===== src/rtl/jbi_min_rq_rdq_fifo.sv =====
// jbi_min_rq_rdq_fifo: request data queue for the JBI min block.
// Holds WDQ write data until the request issuer drains it. Single clock,
// registered read data with one-cycle latency, occupancy-based status and
// sticky overflow/underflow flags.
// Optional macro JBI_RDQ_PARITY_EN: adds a per-entry even-parity bit, the
// par_inj input (parity corruption on push) and the sticky par_err output.
module jbi_min_rq_rdq_fifo #(
    parameter int unsigned WIDTH        = 156,
    parameter int unsigned DEPTH        = 16,
    parameter int unsigned ADDR_WIDTH   = 4,
    parameter int unsigned AFULL_THRESH = 14
) (
    input  logic                  clk,
    input  logic                  arst_l,
    input  logic                  push,
    input  logic [WIDTH-1:0]      wdata,
    input  logic                  pop,
    output logic [WIDTH-1:0]      rdata,
    output logic                  rdata_vld,
    output logic                  full,
    output logic                  afull,
    output logic                  empty,
    output logic [ADDR_WIDTH:0]   count,
    input  logic                  err_clr,
    output logic                  ovf_err,
`ifdef JBI_RDQ_PARITY_EN
    output logic                  udf_err,
    input  logic                  par_inj,
    output logic                  par_err
`else
    output logic                  udf_err
`endif
);

`ifdef JBI_RDQ_PARITY_EN
    localparam int unsigned ENTRY_W = WIDTH + 1;
`else
    localparam int unsigned ENTRY_W = WIDTH;
`endif
    localparam int unsigned CNT_W = ADDR_WIDTH + 1;
    localparam logic [CNT_W-1:0] FULL_CNT  = CNT_W'(DEPTH);
    localparam logic [CNT_W-1:0] AFULL_CNT = CNT_W'(AFULL_THRESH);

    logic [ENTRY_W-1:0]    mem [DEPTH];
    logic [ADDR_WIDTH-1:0] wptr;
    logic [ADDR_WIDTH-1:0] rptr;
    logic [ENTRY_W-1:0]    wr_entry;
    logic [ENTRY_W-1:0]    rd_entry;
    logic                  push_ok;
    logic                  pop_ok;
    logic                  ovf_evt;
    logic                  udf_evt;

    // Status decodes straight from the registered occupancy
    assign full  = (count == FULL_CNT);
    assign afull = (count >= AFULL_CNT);
    assign empty = (count == '0);

    // A full queue still takes a push when a pop frees the head this cycle;
    // an empty queue never bypasses, so a same-cycle pop there is rejected
    assign pop_ok  = pop & ~empty;
    assign push_ok = push & (~full | pop);
    assign ovf_evt = push & full & ~pop;
    assign udf_evt = pop & empty;

    assign rd_entry = mem[rptr];

`ifdef JBI_RDQ_PARITY_EN
    // Even parity over the data, optionally corrupted for error injection
    assign wr_entry = {(^wdata) ^ par_inj, wdata};
`else
    assign wr_entry = wdata;
`endif

    // Storage array; deliberately not reset
    always_ff @(posedge clk) begin
        if (push_ok) begin
            mem[wptr] <= wr_entry;
        end
    end

    // Pointers and occupancy
    always_ff @(posedge clk or negedge arst_l) begin
        if (!arst_l) begin
            wptr  <= '0;
            rptr  <= '0;
            count <= '0;
        end else begin
            if (push_ok) begin
                wptr <= wptr + ADDR_WIDTH'(1);
            end
            if (pop_ok) begin
                rptr <= rptr + ADDR_WIDTH'(1);
            end
            unique case ({push_ok, pop_ok})
                2'b10:   count <= count + CNT_W'(1);
                2'b01:   count <= count - CNT_W'(1);
                default: count <= count;
            endcase
        end
    end

    // Read data register; holds its value between accepted pops
    always_ff @(posedge clk or negedge arst_l) begin
        if (!arst_l) begin
            rdata     <= '0;
            rdata_vld <= 1'b0;
        end else begin
            rdata_vld <= pop_ok;
            if (pop_ok) begin
                rdata <= rd_entry[WIDTH-1:0];
            end
        end
    end

    // Sticky error flags; a new error event beats a coincident clear
    always_ff @(posedge clk or negedge arst_l) begin
        if (!arst_l) begin
            ovf_err <= 1'b0;
            udf_err <= 1'b0;
        end else begin
            if (ovf_evt) begin
                ovf_err <= 1'b1;
            end else if (err_clr) begin
                ovf_err <= 1'b0;
            end
            if (udf_evt) begin
                udf_err <= 1'b1;
            end else if (err_clr) begin
                udf_err <= 1'b0;
            end
        end
    end

`ifdef JBI_RDQ_PARITY_EN
    // Parity check on the popped entry, visible alongside rdata_vld
    always_ff @(posedge clk or negedge arst_l) begin
        if (!arst_l) begin
            par_err <= 1'b0;
        end else if (pop_ok && (^rd_entry)) begin
            par_err <= 1'b1;
        end else if (err_clr) begin
            par_err <= 1'b0;
        end
    end
`endif

endmodule


===== config.mk =====
export PLATFORM = sky130hd
export DESIGN_NAME = jbi_min_rq_rdq_fifo
export DESIGN_NICKNAME = d
export VERILOG_FILES = /design/src/rtl/jbi_min_rq_rdq_fifo.sv
export SDC_FILE = /design/constraint.sdc
export NUM_CORES = 2
export LEC_CHECK = 0
export BUFFER_PORTS_ARGS = -buffer_cell sky130_fd_sc_hd__buf_2
export CELL_PAD_IN_SITES_DETAIL_PLACEMENT = 0
export CELL_PAD_IN_SITES_GLOBAL_PLACEMENT = 1
export CORE_MARGIN = 2
export CORE_UTILIZATION = 55
export DETAILED_ROUTE_END_ITERATION = 6
export PLACE_DENSITY_LB_ADDON = 0.05
export SLEW_MARGIN = 20
export SYNTH_ARGS = -nofsm -noshare
export SYNTH_HDL_FRONTEND = slang
export SYNTH_SLANG_ARGS = --single-unit

===== constraint.sdc =====
create_clock -name clk -period 14.4 [get_ports clk]
set_input_delay 0.72 -clock clk [delete_from_list [all_inputs] [get_ports clk]]
set_output_delay 0.72 -clock clk [all_outputs]
set_load 0.1 [all_outputs]

# Word-level counts from Yosys, hierarchy flattened
# Memory sizes are Yosys's and may differ from the RTL's. A register that Yosys moved wholly into a read port is not among the register bits.
# Index checks and enable logic that the tools add are counted.
# totals
in_bits	161
reg_bits	16
n_memories	1
latchBits	0
ramBits	2496
mem_bits_ro	0
# memory_table
memory	words	width	rd	rd_clocked_by_memory_dff	write_ports	line	source
mem	16	156	1	1	1	44	logic [ENTRY_W-1:0] mem [DEPTH];
# classes
addsub	4
n_bitwise	9
multipliers	0
shift	0
n_eq_ne	3
n_reduce_logical	5
n_lt_le_gt_ge	1
mux	6
div_mod_pow	0
# op_table
op	n
$pmux W5 S2	1
$add A4 B1 Y4 const B	2
$reduce_bool A2 Y1	3
$add A5 B1 Y5 const B	1
$and A1 B1 Y1	5
$eq A5 B5 Y1 const B	1
$ge A5 B4 Y1 const B	1
$logic_not A5 Y1	1
$mux W1	5
$sub A5 B1 Y5 const B	1
$not A1 Y1	3
$eq A2 B1 Y1 const B	1
$eq A2 B2 Y1 const B	1
$logic_not A1 Y1	1
$or A1 B1 Y1	1

# Logic depth before layout (Yosys ltp)
# depth
depth_word	6
depth_mapped	15

# Worst setup path before layout
# Ideal clock, no wire load.
# synth_path
path_kind	reg-to-reg
startpoint	register count[2]
endpoint	memory mem[3][0] (netlist name) (enable)
arrival_time_ps	12585
synth_period_minus_slack_ps	13447
path_stages_with_launch	8
required_ps	13538
slack_ps	953
cell_sequence	dfrtp_1 > buf_2 > or3_1 > buf_2 > o31a_1 > clkbuf_1 > nand2_1 > nor3_1
# synth_via
elab_chain_cells	6
# synth_lines
element	line	source
from (decl)	23	output logic [ADDR_WIDTH:0] count,
from (signal assigned)	96	2'b10: count <= count + CNT_W'(1);
from (signal assigned)	97	2'b01: count <= count - CNT_W'(1);
from (signal assigned)	98	default: count <= count;
$eq A5 B5 Y1	55	assign full = (count == FULL_CNT);
$not A1 Y1	62	assign push_ok = push & (~full | pop);
$or A1 B1 Y1	62	
$and A1 B1 Y1	62	
$mux W1	77	if (push_ok) begin
$mux W1 (implied by the code)	78	mem[wptr] <= wr_entry;
to (decl)	44	
# Every way passes these cells.

==> impl_metrics.yaml <==
worst_setup_path:
  cp_data_required_time_ps: 15130
  path_max_fanout: 132
  worst_ep_arrival_time_ps: 5400
  cp-start-kind: "flop"
  crit_path_end_kind: "flop"
  path_class: "reg2reg"
layout:
  syn2layout_area_growth_pct: 13.4
  post-route-util_pct: 62.7
  seqCellArea_um2: 79300
  multi_input_area_um2: 19400
  design_area_um2: 113000
  layout-drive-gt1-share_pct: 31.4
  nNetsFinal: 4876
  nFillCells: 12300
cts:
  cts_buffer_depth: 4
  cts_setup_buffers: 0
  clkTransAtPathRegs_ps: 60
  clkSinkCount: 2668
  cts_made_buffers: 289
  clock-root-buffer: "clkbuf_16"
  cts_tree: "done"
  worstSkewPairLatency_ps: 910
  ctsHtreeMaxLevel: 5
floorplanning:
  core_area_um2: 180000
  start_util_pct: 55.3
  die_area_um2: 185000
  io_pins: 328
  die_w_um: 430
  rows: 156
  die_h_um: 430
logic_synthesis:
  ys_ff_latch: 2668
  yosys-top-cells-count: "edfxtp_1 (2,496), mux4_2 (624), o22ai_1 (214), dfrtp_1 (172), clkbuf_1 (112)"
  async_flop_share_pct: 6.45
  synth_cells: 4252
  ys_top_cells_by_area: "edfxtp_1 (75%), mux4_2 (14%), dfrtp_1 (4.3%), o22ai_1 (1.3%), mux2_2 (1.2%)"
  yosysMostFrequentCell: "edfxtp_1"
  yosysTopAreaCellShare_pct: 75.2
  avgSynthCellArea_um2: 23.4
  synth.distinct_cells: 39
  syn-num-nets: 4421
  ys.flop_type: "edfxtp_1"
  yosysSeqAreaShare_pct: 79.5
  synthesis.area_um2: 99700
  synth_edf_count: 2496
  synth_largest_area_cell: "edfxtp_1"
  synth_warnings: 0
place:
  port_buffers: 327
  dp.final_hpwl_um: 111000
  placed_cell_area_um2: 104000
  place_congestion: 0.717
pwr:
  ir_worst_vdd_mv: 0.200
  p_per_area_nw_per_um2: 213
  power.leakage_uw: 0.0363
routing:
  drtIter0Drc: 5015
  antenna_left: 0
  drc: 0
  wirelength_um: 235000
  vias_per_cell: 6.37
  wl_per_cell_um: 32.2
  vias: 46500
  drt_pre_antenna_iters: 5
sta:
  max_slew_margin_pct: 19.0
  finalSetupViolations: 0
  rsz0062_at_grt: "no"
  maxSlewViolCount: 0
  setup_tns_ps: 0
  tightest_slew_ps: 1220
  final_hold_viol_count: 0
  fmax_mhz: 214
  clock_skew_ps: 30.7
  post-route-period-util_pct: 32.4
  fin_crit_ps: 4670
global_route:
  grt_max_degree: 141
  grt_pass1_vias: 47500
  grt_pass1_wl_um: 339000
  gr-usage-all-layers_pct: 25.6
  antenna_found_initial: 49
  overflow: 0
worst_hold_path:
  hold_class: "in2reg"
job:
  cap_violations: 0
outcome:
  status: "complete, no violations"
## worst max-delay path: stages (launching register included)
cell and delay, ps:
dfrtp_4 940, buf_12 640, buf_12 760, buf_4 800, mux4_2 590, mux2_2 280, o22ai_1 130, a21oi_1 60
## cells in the final DEF (no fill, tap or decap), types with 3 or more instances in the layout
cell and count:
bufinv_16 16, nand2b_1 4, clkinvlp_4 5, clkinv_1 31, inv_1 4, dfrtp_1 168
o221ai_1 47, dfrtp_4 4, clkbuf_8 17, a21oi_1 111, nor2b_1 3, nor2_4 12
clkbuf_16 294, mux2_2 108, nor2_1 3, a22o_1 4, clkbuf_1 95, nor3_2 4
nand2_1 59, diode_2 10, xor2_1 6, mux2i_1 94, inv_6 4, o22ai_1 214
mux4_2 624, buf_4 64, edfxtp_1 2496, buf_2 326, o21ai_0 4, clkinv_2 40
buf_12 18, ha_1 8, xnor2_1 7
## metal layers
metal,wire length (um),up-vias,GRT usage [%]
li1,-,19100,-
met5,193,-,0
met1,99600,25500,36.9
met2,115000,1441,41.3
met3,13600,446,4.35
met4,6140,30,7.02
## what timing repair did
action | CTS | global route
resized for setup | 0 | 0
hold buffers | 1 | 0
hold endpoints to repair | 59 | 0
## cell type report
cell class | instances | area share (%)
antenna | 10 | 0.0221
clock inverter | 97 | 0.784
clock buffer | 406 | 7.03
sequential | 2668 | 70.1
multi-input combinational | 1333 | 17.2
tap | 2370 | 2.62
inverter | 5 | 0.0232
timing repair buffer | 410 | 2.21
## flip-flops by register name, summed over array words and instances (netlist names)
| name | cells |
|---|---|
| ovf_err | 1 |
| mem | 2496 |
| udf_err | 1 |
| count | 5 |
| rdata_vld | 1 |
| rdata | 156 |
| wptr | 4 |
| rptr | 4 |
## worst paths after layout
check | from | to | slack (ps) | cells past startpoint
max in group asynchronous | arst_l | rdata[82]$_DFFE_PN0P_ | 12470 | 3
max reg2reg | rptr[2]$_DFFE_PN0P_ | rdata[141]$_DFFE_PN0P_ | 9730 | 7
min reg2reg | rdata[139]$_DFFE_PN0P_ | rdata[139]$_DFFE_PN0P_ | 490 | 2
min in group asynchronous | arst_l | rdata[142]$_DFFE_PN0P_ | 500 | 2
min | push | ovf_err$_DFFE_PN0P_ | 80 | 2
max | rptr[2]$_DFFE_PN0P_ | rdata[141]$_DFFE_PN0P_ | 9730 | 7
## metrics by stage
step | power (uW) | std cells | hold WS, ps | worst slack (ps)
6_report | 24100 | 7299 | 80.6 | 9730
5_1_grt | 25000 | 7293 | 60.0 | 9250
4_1_cts | 24400 | 7289 | 21.3 | 9580
3_5_place_dp | 17400 | 6785 | 473 | 9610
3_3_place_gp | 17400 | 6785 | 467 | 9620
2_1_floorplan | 15600 | 4252 | 424 | 953
## logic make-up (layout without fill, tap and decap cells)
logic type               Yosys count  in the layout  share of synthesized area [%]
AO/OA/AOI/OAI                    388            388                           2.46
other                              0             10                              0
XOR/XNOR                          13             13                          0.114
multiplexers                     826            826                           16.3
buffers and inverters            251            918                           1.11
adder cells (fa/ha/maj)            8              8                          0.100
flip-flops                      2668           2668                           79.5
AND/OR/NAND/NOR                   98             98                          0.424
## power breakdown
group	internal (uW)	total (uW)	leakage, uW	switching (uW)
clock	4120	6980	0.00431	2860
sequential	9460	9930	0.0245	467
combinational	2580	7220	0.00750	4640
total	16200	24100	0.0363	7970
Note: power is estimated with default switching activity, not from simulation.
